File: src/rtl/alu_seq.sv
// -----------------------------------------------------------------------------
// alu_seq
//
// Purpose:
//   Sequences single operations through an external combinational ALU.
//   A request (a, b, op) is accepted in IDLE and registered. During the one
//   EXEC cycle the registered operands and opcode drive the ALU. The ALU
//   result is captured at the end of EXEC and presented as a response until
//   the consumer accepts it. Opcodes above 6 are illegal: the ALU sees NOP
//   and the response carries data 0 with the error flag set.
//
// Optional feature (macro ALU_SEQ_CHECK_EN):
//   When ALU_SEQ_CHECK_EN is defined, an internal reference model recomputes
//   the result for ADD..NOR. rsp_err is raised if the captured ALU_OUT
//   disagrees with it; rsp_data still carries ALU_OUT. When undefined, no
//   model is built and rsp_err flags only illegal opcodes.
//
// Parameters:
//   WIDTH  operand / result width in bits
//   OP_W   opcode width in bits
//
// Ports:
//   clk        in   clock, rising edge
//   rst        in   asynchronous active-high reset
//   req_valid  in   request present
//   req_ready  out  sequencer can accept a request (IDLE only)
//   req_a      in   operand A
//   req_b      in   operand B
//   req_op     in   opcode (0 NOP,1 ADD,2 SUB,3 AND,4 OR,5 XOR,6 NOR)
//   ALU_A      out  operand A to external ALU
//   ALU_B      out  operand B to external ALU
//   ALU_OP     out  opcode to external ALU (NOP outside EXEC / if illegal)
//   ALU_OUT    in   combinational ALU result
//   rsp_valid  out  response present (RESP only)
//   rsp_ready  in   consumer accepts response
//   rsp_data   out  captured result
//   rsp_op     out  opcode that produced rsp_data
//   rsp_err    out  error flag qualifying rsp_data
// -----------------------------------------------------------------------------
module alu_seq #(
  parameter int WIDTH = 32,
  parameter int OP_W  = 5
) (
  input  logic             clk,
  input  logic             rst,
  input  logic             req_valid,
  output logic             req_ready,
  input  logic [WIDTH-1:0] req_a,
  input  logic [WIDTH-1:0] req_b,
  input  logic [OP_W-1:0]  req_op,
  output logic [WIDTH-1:0] ALU_A,
  output logic [WIDTH-1:0] ALU_B,
  output logic [OP_W-1:0]  ALU_OP,
  input  logic [WIDTH-1:0] ALU_OUT,
  output logic             rsp_valid,
  input  logic             rsp_ready,
  output logic [WIDTH-1:0] rsp_data,
  output logic [OP_W-1:0]  rsp_op,
  output logic             rsp_err
);

  localparam logic [OP_W-1:0] OP_NOP = OP_W'(0);
  localparam logic [OP_W-1:0] OP_ADD = OP_W'(1);
  localparam logic [OP_W-1:0] OP_SUB = OP_W'(2);
  localparam logic [OP_W-1:0] OP_AND = OP_W'(3);
  localparam logic [OP_W-1:0] OP_OR  = OP_W'(4);
  localparam logic [OP_W-1:0] OP_XOR = OP_W'(5);
  localparam logic [OP_W-1:0] OP_NOR = OP_W'(6);

  typedef enum logic [1:0] {
    IDLE = 2'd0,
    EXEC = 2'd1,
    RESP = 2'd2
  } state_t;

  state_t state;
  state_t state_next;

  logic [WIDTH-1:0] a_q;
  logic [WIDTH-1:0] b_q;
  logic [OP_W-1:0]  op_q;

  logic accept;
  logic capture;
  logic release_rsp;
  logic op_legal;
  logic mismatch;

  assign accept      = (state == IDLE) && req_valid;
  assign capture     = (state == EXEC);
  assign release_rsp = (state == RESP) && rsp_ready;
  assign op_legal    = (op_q <= OP_NOR);

  // State register. Reset aborts any operation in flight, so a request
  // interrupted in EXEC or RESP never produces a response.
  always_ff @(posedge clk or posedge rst) begin
    if (rst) begin
      state <= IDLE;
    end else begin
      state <= state_next;
    end
  end

  // Next-state logic. EXEC always lasts one cycle. Leaving RESP goes to IDLE
  // rather than straight to EXEC, so a request presented on the handshake
  // edge is not taken until the following edge.
  always_comb begin
    state_next = state;
    unique case (state)
      IDLE: if (accept)      state_next = EXEC;
      EXEC:                  state_next = RESP;
      RESP: if (release_rsp) state_next = IDLE;
      default:               state_next = IDLE;
    endcase
  end

  // Request registers. These also feed ALU_A/ALU_B directly, so the ALU
  // operands keep their last accepted values outside EXEC.
  always_ff @(posedge clk or posedge rst) begin
    if (rst) begin
      a_q  <= '0;
      b_q  <= '0;
      op_q <= '0;
    end else if (accept) begin
      a_q  <= req_a;
      b_q  <= req_b;
      op_q <= req_op;
    end
  end

`ifdef ALU_SEQ_CHECK_EN
  logic [WIDTH-1:0] model_result;
  logic             model_valid;

  // Reference model of the external ALU. NOP has no defined result, so it
  // is never compared; illegal opcodes are flagged separately.
  always_comb begin
    model_result = '0;
    model_valid  = 1'b1;
    unique case (op_q)
      OP_ADD:  model_result = a_q + b_q;
      OP_SUB:  model_result = a_q - b_q;
      OP_AND:  model_result = a_q & b_q;
      OP_OR:   model_result = a_q | b_q;
      OP_XOR:  model_result = a_q ^ b_q;
      OP_NOR:  model_result = ~(a_q | b_q);
      default: model_valid  = 1'b0;
    endcase
  end

  assign mismatch = model_valid && (model_result != ALU_OUT);
`else
  assign mismatch = 1'b0;
`endif

  // Response registers. Loaded only at the end of EXEC, so they stay stable
  // for the whole RESP period regardless of how long the consumer stalls.
  // An illegal opcode reports zero data with the error flag.
  always_ff @(posedge clk or posedge rst) begin
    if (rst) begin
      rsp_data <= '0;
      rsp_op   <= '0;
      rsp_err  <= 1'b0;
    end else if (capture) begin
      rsp_op <= op_q;
      if (op_legal) begin
        rsp_data <= ALU_OUT;
        rsp_err  <= mismatch;
      end else begin
        rsp_data <= '0;
        rsp_err  <= 1'b1;
      end
    end
  end

  assign req_ready = (state == IDLE);
  assign rsp_valid = (state == RESP);
  assign ALU_A     = a_q;
  assign ALU_B     = b_q;
  assign ALU_OP    = (capture && op_legal) ? op_q : OP_NOP;

endmodule

File: config.mk
export PLATFORM = sky130hd
export DESIGN_NAME = alu_seq
export DESIGN_NICKNAME = d
export VERILOG_FILES = /design/src/rtl/alu_seq.sv
export SDC_FILE = /design/constraint.sdc
export NUM_CORES = 1
export LEC_CHECK = 0
export CORE_MARGIN = 5
export CORE_UTILIZATION = 37
export CTS_BUF_LIST = sky130_fd_sc_hd__clkbuf_16
export DETAILED_ROUTE_END_ITERATION = 8
export GPL_TIMING_DRIVEN = 0
export PLACE_DENSITY = 0.76
export SLEW_MARGIN = 20
export SYNTH_ARGS = -nofsm -noshare
export SYNTH_HDL_FRONTEND = slang
export SYNTH_SLANG_ARGS = --single-unit
File: constraint.sdc
create_clock -name clk -period 3.2 [get_ports clk]
set_input_delay 0.64 -clock clk [delete_from_list [all_inputs] [get_ports clk]]
set_output_delay 0.64 -clock clk [all_outputs]
set_load 0.005 [all_outputs]
==> results of run 1 <==
cell type report:
| type | instances | share of cell area, % |
|---|---|---|
| Clock buffer | 9 | 3.11 |
| Timing Repair Buffer | 214 | 29.9 |
| Inverter | 66 | 3.47 |
| Buffer | 22 | 2.47 |
| Clock inverter | 7 | 1.14 |
| Sequential cell | 109 | 37.6 |
| Tap cell | 168 | 2.90 |
| Multi-Input combinational cell | 120 | 19.4 |
metal layers:
layer | global-route usage [%] | routed length, um | up-vias
met2 | 27.8 | 5780 | 140
li1 | - | - | 1517
met5 | 0 | 0 | -
met4 | 6.44 | 246 | 0
met1 | 18.8 | 4500 | 1595
met3 | 6.81 | 1200 | 17
metrics by stage:
| step | std cells | util [%] | hold slack, ns | area, um2 | worst slack (ns) |
|---|---|---|---|---|---|
| after global placement | 696 | 57.1 | 0.488 | 6890 | 0.202 |
| final | 715 | 60.1 | 0.506 | 7250 | 0.198 |
| after global routing | 715 | 60.1 | 0.522 | 7250 | 0.0537 |
| after detailed placement | 699 | 57.6 | 0.494 | 6950 | 0.550 |
| after CTS | 715 | 60.1 | 0.510 | 7250 | 0.157 |
| after floorplan | 317 | - | 0.491 | 4560 | 1.17 |
synth_stat cells (all sizes together):
cell    count  share of area [%]
dfrtp     109                 60
mux2       74                 18
inv        66                5.4
o32ai      32                 10
buf        19                3.7
nor3b       4               0.77
clkbuf      3               0.25
and3        1               0.14
conb        1              0.082
nand2b      1               0.14
nor2        1              0.082
nor2b       1               0.14
o21ai       1               0.11
o22a        1               0.19
or2b        1               0.16
or4b        1               0.22
registers in the layout, summed over array words and instances (netlist names):
name / cells
rsp_op: 5
rsp_data: 32
ALU_A: 32
ALU_B: 32
rsp_err: 1
op_q: 5
state: 2
worst max-delay path: stages (launching register included):
cell and delay, ns:
dfrtp_1 0.40, or4b_1 0.55, buf_6 0.17, buf_6 0.15, nor3b_1 0.20, clkdlybuf4s50_1 0.55
worst paths after layout:
check                      depth (start not counted)           end      start
setup / recovery                                   5     ALU_OP[2]    op_q[3]
hold / removal                                     1     rsp_op[1]  rsp_op[1]
setup reg to reg                                   3     ALU_A[12]   state[1]
hold reg to reg                                    1     rsp_op[1]  rsp_op[1]
max in group asynchronous                          4  rsp_data[19]        rst
min in group asynchronous                          2      ALU_B[6]        rst
logic make-up (layout without fill, tap and decap cells):
family          after synthesis  in the layout  synth area share [%]
compound gates               34             34                  10.7
mux                          74             74                  18.3
flops                       109            109                  59.9
other cells                   1              2                0.0823
simple gates                 10             10                  1.65
buf+inv                      88            318                  9.37
power breakdown:
part	switching, mW	internal, mW	leakage (nW)
registers	0.333	1.99	1.33
logic	0.945	1.80	1.58
clock network	0.477	0.676	0.162
==> flow_summary.json, run 1 <==
{
  "syn2layout_area_growth_pct": 59.2,
  "status": "complete, no violations",
  "cts_buffer_depth": 2,
  "cp_data_required_time_ns": 2.56,
  "grt_pass1_wl_mm": 19.1,
  "r2r_slack_ns": 1.34,
  "seq_area_mm2": 0.00273,
  "multi_input_area_mm2": 0.00141,
  "drt_iter0_markers": 132,
  "rows": 40,
  "viasPerCell": 4.57,
  "ant_nets": 0,
  "hold_viol_final": 0,
  "cts.sinks": 109,
  "core-area_mm2": 0.0121,
  "p_per_area_mw_per_mm2": 857,
  "finalPower_mw": 6.22,
  "path_clk_slew_ns": 0.07,
  "drcViolationCount": 0,
  "antenna_found_initial": 0,
  "cts_buffers": 9,
  "cap_viol_max_count": 0,
  "die_x_um": 121,
  "arrival_ns": 2.36,
  "endpoint_kind": "output port",
  "finalSetupViolCount": 0,
  "synth_cell_types": 21,
  "wl_per_cell_um": 16.4,
  "max_freq_ghz": 0.333,
  "ir_drop_uv": 415,
  "tns_ns": 0,
  "drt_wl_total_mm": 11.7,
  "worst_pin_slew_ns": 0.830,
  "place.gp.congestion": 0.751,
  "cts_tree": "built",
  "final_common_cell": "clkdlybuf4s50_1",
  "grt_max_degree": 35,
  "final_nets": 647,
  "critical_path.max_fanout": 10,
  "track_usage_pct": 16.6,
  "die-area_mm2": 0.0146,
  "cts_resized": 0,
  "via_count": 3269,
  "layout_min_cycle_time_ns": 3.00,
  "clk-insertion-delay-late_ns": 0.34,
  "p_leak_nw": 3.08,
  "port_buffers": 211,
  "die_h_um": 121,
  "initial_core_util_pct": 37.8,
  "synthCells": 316,
  "synth_area_per_cell_um2": 14.4,
  "post-cts-setup-buffers": 0,
  "ys_seq_area_share_pct": 59.9,
  "rsz0062_at_grt": "no",
  "ys_seq_elements": 109,
  "ctsHoldBuffers": 0,
  "num_io_pins": 214,
  "yosys_warnings": 0,
  "ctsHtreeMaxLevel": 3,
  "drt_first_pass_iters": 4,
  "relSlewSlack_pct": 44.5,
  "grt_remaining_overflow": 0,
  "start_kind": "flip-flop",
  "nFillCells": 979,
  "drive_above_1_share_pct": 25.0,
  "grt_pass1_vias": 3742,
  "fin_worst_skew_ns": 0.00774,
  "layout_common_cells": "clkdlybuf4s50_1, dfrtp_1, mux2_2, inv_1, o32ai_2",
  "antenna_cells": 0,
  "hpwlAfterDp_mm": 9.10,
  "root_buffer": "clkbuf_16",
  "fin_crit_sh_pct": 93.8,
  "hold_class": "reg -> reg",
  "synth_area_mm2": 0.00456,
  "crit_type": "reg -> out",
  "drv_slew": 0
}
(Power assumes the default switching activity.)
==> inputs of run 2 (changes only) <==
--- a/config.mk
+++ b/config.mk
@@ -5,7 +5,7 @@
 export SDC_FILE = /design/constraint.sdc
 export NUM_CORES = 1
 export LEC_CHECK = 0
-export CORE_MARGIN = 5
+export CORE_MARGIN = 3
 export CORE_UTILIZATION = 37
 export CTS_BUF_LIST = sky130_fd_sc_hd__clkbuf_16
 export DETAILED_ROUTE_END_ITERATION = 8
==> run 2 against run 1 <==
Effect of this change:
- fmax grew 0.70%
- worst hold slack improved by 0.0010 ns
- combinational power hardly changed
- final cell count is 3.5% lower
- sequential power is essentially flat
- setup slack improved by 0.021 ns
- routed wire length grew 1.5%
- first-iteration DRC count is 5.3% lower
- die area is 6.5% lower
- utilization up 1.2 points
- critical path depth unchanged
- power down 1.6%
==> flow_summary.json, run 2 (synthesis gave the netlist of run 1 again) <==
{
  "status": "complete, no violations",
  "crit_slowest_cell": "clkdlybuf4s50_1",
  "cts_buffers": 9,
  "path_clk_slew_ns": 0.07,
  "drcViolationCount": 0,
  "p_sw_share_pct": 29.6,
  "finalSetupViolCount": 0,
  "max_freq_ghz": 0.335,
  "drt_wl_total_mm": 11.9,
  "endpoint_kind": "output port",
  "fin_worst_skew_ns": 0.00726,
  "wl_met1_mm": 4.31,
  "p_leak_nw": 3.04,
  "p_clk_share_pct": 16.8,
  "die_x_um": 117,
  "ctsHoldBuffers": 0,
  "critical_path.max_fanout": 10,
  "cp_data_required_time_ns": 2.56,
  "post-cts-setup-buffers": 0,
  "rsz0062_at_grt": "no",
  "cp_top_family": "buffers and inverters",
  "antenna_cells": 0,
  "track_usage_pct": 17.8,
  "antenna_found_initial": 0,
  "final_nets": 647,
  "wl_met3_mm": 1.59,
  "hold-path-cell-count": 1,
  "arrival_ns": 2.34,
  "p_int_mw": 4.31,
  "layout_common_cells": "clkdlybuf4s50_1, dfrtp_1, mux2_2, inv_1, o32ai_2",
  "finalPower_mw": 6.12,
  "place.gp.congestion": 0.737,
  "worst_pin_slew_ns": 0.811,
  "viasPerCell": 4.73,
  "core-area_mm2": 0.0117,
  "via_count": 3261,
  "start_kind": "flip-flop",
  "cts_tree": "built",
  "clk-insertion-delay-late_ns": 0.35,
  "min_from": "rsp_op[1]",
  "drt_first_pass_iters": 4,
  "rows": 39,
  "crit_type": "reg -> out",
  "die_h_um": 117,
  "grt_pass1_vias": 3575,
  "cp_common_cell": "buf_6",
  "wl_met2_mm": 5.78,
  "num_io_pins": 214,
  "crit_buf_inv": 3,
  "wl_per_cell_um": 17.3,
  "grt_max_degree": 34,
  "cts_buffer_depth": 2,
  "grt_remaining_overflow": 0,
  "fin_crit_sh_pct": 93.2,
  "tns_ns": 0,
  "cap_viol_max_count": 0,
  "max_stage_delay_ns": 0.56,
  "relSlewSlack_pct": 45.7,
  "hold_class": "reg -> reg",
  "syn2layout_area_growth_pct": 57.6,
  "top_layer": "met4",
  "comb_power_share_pct": 45.1,
  "crit_chain": "or4b_1 -> buf_6 -> buf_6 -> nor3b_1 -> clkdlybuf4s50_1",
  "ctsHtreeMaxLevel": 3,
  "cts.sinks": 109,
  "sequentialPowerShare_pct": 38.1,
  "regToRegEndpoint": "ALU_A[28]",
  "root_buffer": "clkbuf_16",
  "drt_iter0_markers": 125,
  "port_buffers": 211,
  "final_common_cell": "clkdlybuf4s50_1",
  "reg2reg_from": "state[1]",
  "p_per_area_mw_per_mm2": 852,
  "drive_above_1_share_pct": 24.9,
  "whs_endpoint": "rsp_op[1]",
  "ant_nets": 0,
  "die-area_mm2": 0.0137,
  "r2r_slack_ns": 1.33,
  "finish.utilization_pct": 61.3,
  "hold_viol_final": 0,
  "ir_drop_uv": 571,
  "drv_slew": 0,
  "hpwlAfterDp_mm": 9.21,
  "switchingPower_mw": 1.81,
  "initial_core_util_pct": 38.9,
  "reg2regPathDepth": 3,
  "cts_resized": 0,
  "grt_pass1_wl_mm": 18.6,
  "layout_min_cycle_time_ns": 2.98
}
[run 2: power by group through the flow]
stage | logic, mW | registers (mW) | clock network (mW)
2_1_floorplan | 1.15 | 2.35 | 0
6_report | 2.76 | 2.33 | 1.03
3_3_place_gp | 2.74 | 2.32 | 0
4_1_cts | 2.81 | 2.35 | 1.06
3_5_place_dp | 2.79 | 2.36 | 0
5_1_grt | 2.98 | 2.42 | 1.12
[run 2: layer usage]
| metal | vias up | global-route usage (%) |
|---|---|---|
| met3 | 18 | 9.51 |
| met4 | 0 | 6.50 |
| met5 | - | 0 |
| li1 | 1511 | - |
| met2 | 146 | 29.2 |
| met1 | 1586 | 19.8 |
[run 2: area by class of cell]
| type | count | area, um2 |
|---|---|---|
| Sequential cell | 109 | 2730 |
| Inverter | 66 | 251 |
| Tap cell | 143 | 179 |
| Clock inverter | 7 | 41.3 |
| Multi-Input combinational cell | 120 | 1410 |
| Timing Repair Buffer | 214 | 2170 |
| Clock buffer | 9 | 225 |
| Buffer | 22 | 179 |
| Fill cell | 956 | 4530 |
[run 2: worst max-delay path by stage]
stage          depth (start not counted)  slack, ns     start           to
2_1_floorplan                          4       1.17  state[1]    ALU_OP[0]
3_3_place_gp                           2       0.18       rst  rsp_data[0]
3_5_place_dp                           5       0.56  state[1]    ALU_OP[0]
4_1_cts                                5       0.17   op_q[3]    ALU_OP[0]
5_1_grt                                5       0.09  state[1]    ALU_OP[0]
6_report                               5       0.22  state[1]    ALU_OP[0]
[run 2: worst reg2reg max path: stages, from the launching register on]
cell and delay (ns):
dfrtp_1 0.44, nor3b_2 0.71, buf_6 0.25, mux2_2 0.36
[run 2: through the flow]
| stage | area [um2] | hold WS, ns | setup WS [ns] | cells |
|---|---|---|---|---|
| after CTS | 7180 | 0.509 | 0.173 | 690 |
| final | 7180 | 0.507 | 0.219 | 690 |
| after global routing | 7180 | 0.530 | 0.0855 | 690 |
| after detailed placement | 6910 | 0.493 | 0.559 | 674 |
| after global placement | 6850 | 0.488 | 0.184 | 671 |
| after floorplan | 4560 | 0.491 | 1.17 | 317 |
==> inputs of run 3 (changes only) <==
--- a/config.mk
+++ b/config.mk
@@ -9,7 +9,7 @@
 export CORE_UTILIZATION = 37
 export CTS_BUF_LIST = sky130_fd_sc_hd__clkbuf_16
 export DETAILED_ROUTE_END_ITERATION = 8
-export GPL_TIMING_DRIVEN = 0
+export GPL_TIMING_DRIVEN = 1
 export PLACE_DENSITY = 0.76
 export SLEW_MARGIN = 20
 export SYNTH_ARGS = -nofsm -noshare
==> run 3 against run 2 <==
Effect of this change:
- count of clock-buffer cells in the layout stayed put
- final area is 1.9% lower
- via count is 1.7% lower
- fmax is 0.72% higher
- worst hold slack better by 0.0010 ns
- sequential cell count stayed put
==> flow_summary.json, run 3 (synthesis gave the netlist of run 1 again) <==
{
  "cts.sinks": 109,
  "cts_buffer_depth": 2,
  "wl_met2_mm": 5.55,
  "drcViolationCount": 0,
  "ctsHtreeMaxLevel": 3,
  "ir_drop_uv": 477,
  "arrival_ns": 2.32,
  "ctsHoldBuffers": 0,
  "finalSetupViolCount": 0,
  "worst_pin_slew_ns": 0.630,
  "relSlewSlack_pct": 58.0,
  "antenna_found_initial": 0,
  "viasPerCell": 4.79,
  "hpwlAfterDp_mm": 8.35,
  "top_layer": "met4",
  "hold_ws_ns": 0.508,
  "syn2layout_area_growth_pct": 54.6,
  "track_usage_pct": 16.7,
  "comb_power_share_pct": 43.5,
  "grt_max_degree": 110,
  "status": "complete, no violations",
  "p_per_area_mw_per_mm2": 865,
  "cp_data_required_time_ns": 2.56,
  "r2r_slack_ns": 1.20,
  "place.gp.congestion": 0.713,
  "path_clk_slew_ns": 0.07,
  "crit_type": "reg -> out",
  "p_leak_nw": 2.95,
  "cap_viol_max_count": 0,
  "grt_remaining_overflow": 0,
  "p_int_mw": 4.33,
  "start_kind": "flip-flop",
  "die_h_um": 117,
  "grt_pass1_wl_mm": 17.6,
  "fin_crit_sh_pct": 92.5,
  "post-cts-setup-buffers": 0,
  "endpoint": "ALU_OP[2]",
  "layout.cells.non_filler": 669,
  "via_count": 3206,
  "ant_nets": 0,
  "port_buffers": 211,
  "switchingPower_mw": 1.76,
  "grt_pass1_vias": 3551,
  "final_nets": 627,
  "drive_above_1_share_pct": 23.6,
  "die_x_um": 117,
  "crit_chain": "or4b_2 -> nor3b_1 -> clkdlybuf4s50_1",
  "root_buffer": "clkbuf_16",
  "nFillCells": 943,
  "cts_tree": "built",
  "critical_path.max_fanout": 6,
  "core-area_mm2": 0.0117,
  "p_sw_share_pct": 28.9,
  "layout_min_cycle_time_ns": 2.96,
  "clk-insertion-delay-late_ns": 0.34,
  "worst-path-stages": 3,
  "max_stage_delay_ns": 0.72,
  "reg2regPathDepth": 3,
  "fin_worst_skew_ns": 0.00468,
  "reg2reg_from": "state[1]",
  "die-area_mm2": 0.0137,
  "drt_first_pass_iters": 4,
  "tns_ns": 0,
  "sequentialPowerShare_pct": 38.5,
  "cp_top_family": "simple AND/OR/NAND/NOR gates",
  "p_clk_share_pct": 18.0,
  "num_io_pins": 214,
  "drt_wl_total_mm": 11.5,
  "drv_slew": 0,
  "cp-startpoint": "state[1]",
  "rsz0062_at_grt": "no",
  "endpoint_kind": "output port",
  "crit_buf_inv": 1,
  "antenna_cells": 0,
  "crit_slowest_cell": "or4b_2",
  "placed_cells": 654,
  "wl_per_cell_um": 17.1,
  "hold_class": "reg -> reg",
  "final_common_cell": "clkdlybuf4s50_1",
  "max_freq_ghz": 0.338,
  "regToRegEndpoint": "rsp_data[14]",
  "rows": 39,
  "wl_met3_mm": 1.41,
  "drt_iter0_markers": 151,
  "cts_resized": 0,
  "layout_common_cells": "clkdlybuf4s50_1, dfrtp_1, mux2_2, inv_1, o32ai_2",
  "initial_core_util_pct": 38.9,
  "wl_met1_mm": 4.34,
  "cts_buffers": 9,
  "hold_viol_final": 0
}
run 3: cell types whose count changed in the layout (fill, tap and decap cells not counted), moves of 2 or more:
cell      previous run  this run
buf_6               11         0
buf_2                5         0
clkbuf_1             3         0
clkinv_1             3         1
run 3: worst reg2reg max path, delay by kind of cell (launching register included):
family | cells | cell delay, ns
and+or+nand+nor | 1 | 0.72
AOI/OAI and AO/OA | 1 | 0.37
DFF | 1 | 0.47
buffers and inverters | 1 | 0.33
run 3: layout make-up:
| type | count | area [um2] | area share, % |
|---|---|---|---|
| Inverter | 66 | 251 | 3.57 |
| Timing Repair Buffer | 216 | 2170 | 30.9 |
| Clock buffer | 9 | 225 | 3.20 |
| Multi-Input combinational cell | 120 | 1420 | 20.2 |
| Tap cell | 143 | 179 | 2.54 |
| Clock inverter | 6 | 63.8 | 0.906 |
| Sequential cell | 109 | 2730 | 38.7 |
run 3: through the flow:
step / area (um2) / power, mW / worst slack, ns / util, %
6_report: 7040 / 6.09 / 0.240 / 60.1
3_3_place_gp: 6750 / 4.98 / 0.635 / 57.7
4_1_cts: 7040 / 6.19 / 0.198 / 60.1
2_1_floorplan: 4560 / 3.51 / 1.17 / -
3_5_place_dp: 6750 / 5.06 / 0.570 / 57.7
5_1_grt: 7040 / 6.48 / 0.149 / 60.1
run 3: worst min path at each step:
stage | from | end | slack [ns] | depth (start not counted)
6_report | ALU_B[29] | ALU_B[29] | 0.51 | 1
5_1_grt | ALU_A[20] | ALU_A[20] | 0.52 | 1
4_1_cts | ALU_B[16] | ALU_B[16] | 0.51 | 1
3_5_place_dp | ALU_B[16] | ALU_B[16] | 0.49 | 1
3_3_place_gp | ALU_B[16] | ALU_B[16] | 0.49 | 1
2_1_floorplan | op_q[3] | op_q[3] | 0.49 | 1
run 3: routing by layer:
metal,vias to the layer above,global-route usage (%)
met1,1581,18.7
met3,11,8.69
met5,-,0
met2,140,27.7
li1,1474,-
met4,0,5.58
run 3: power groups by stage:
stage	clock network (mW)	logic, mW	registers [mW]
3_3_place_gp	0	2.65	2.33
5_1_grt	1.19	2.87	2.43
3_5_place_dp	0	2.70	2.36
2_1_floorplan	0	1.15	2.35
4_1_cts	1.13	2.71	2.35
6_report	1.10	2.65	2.34
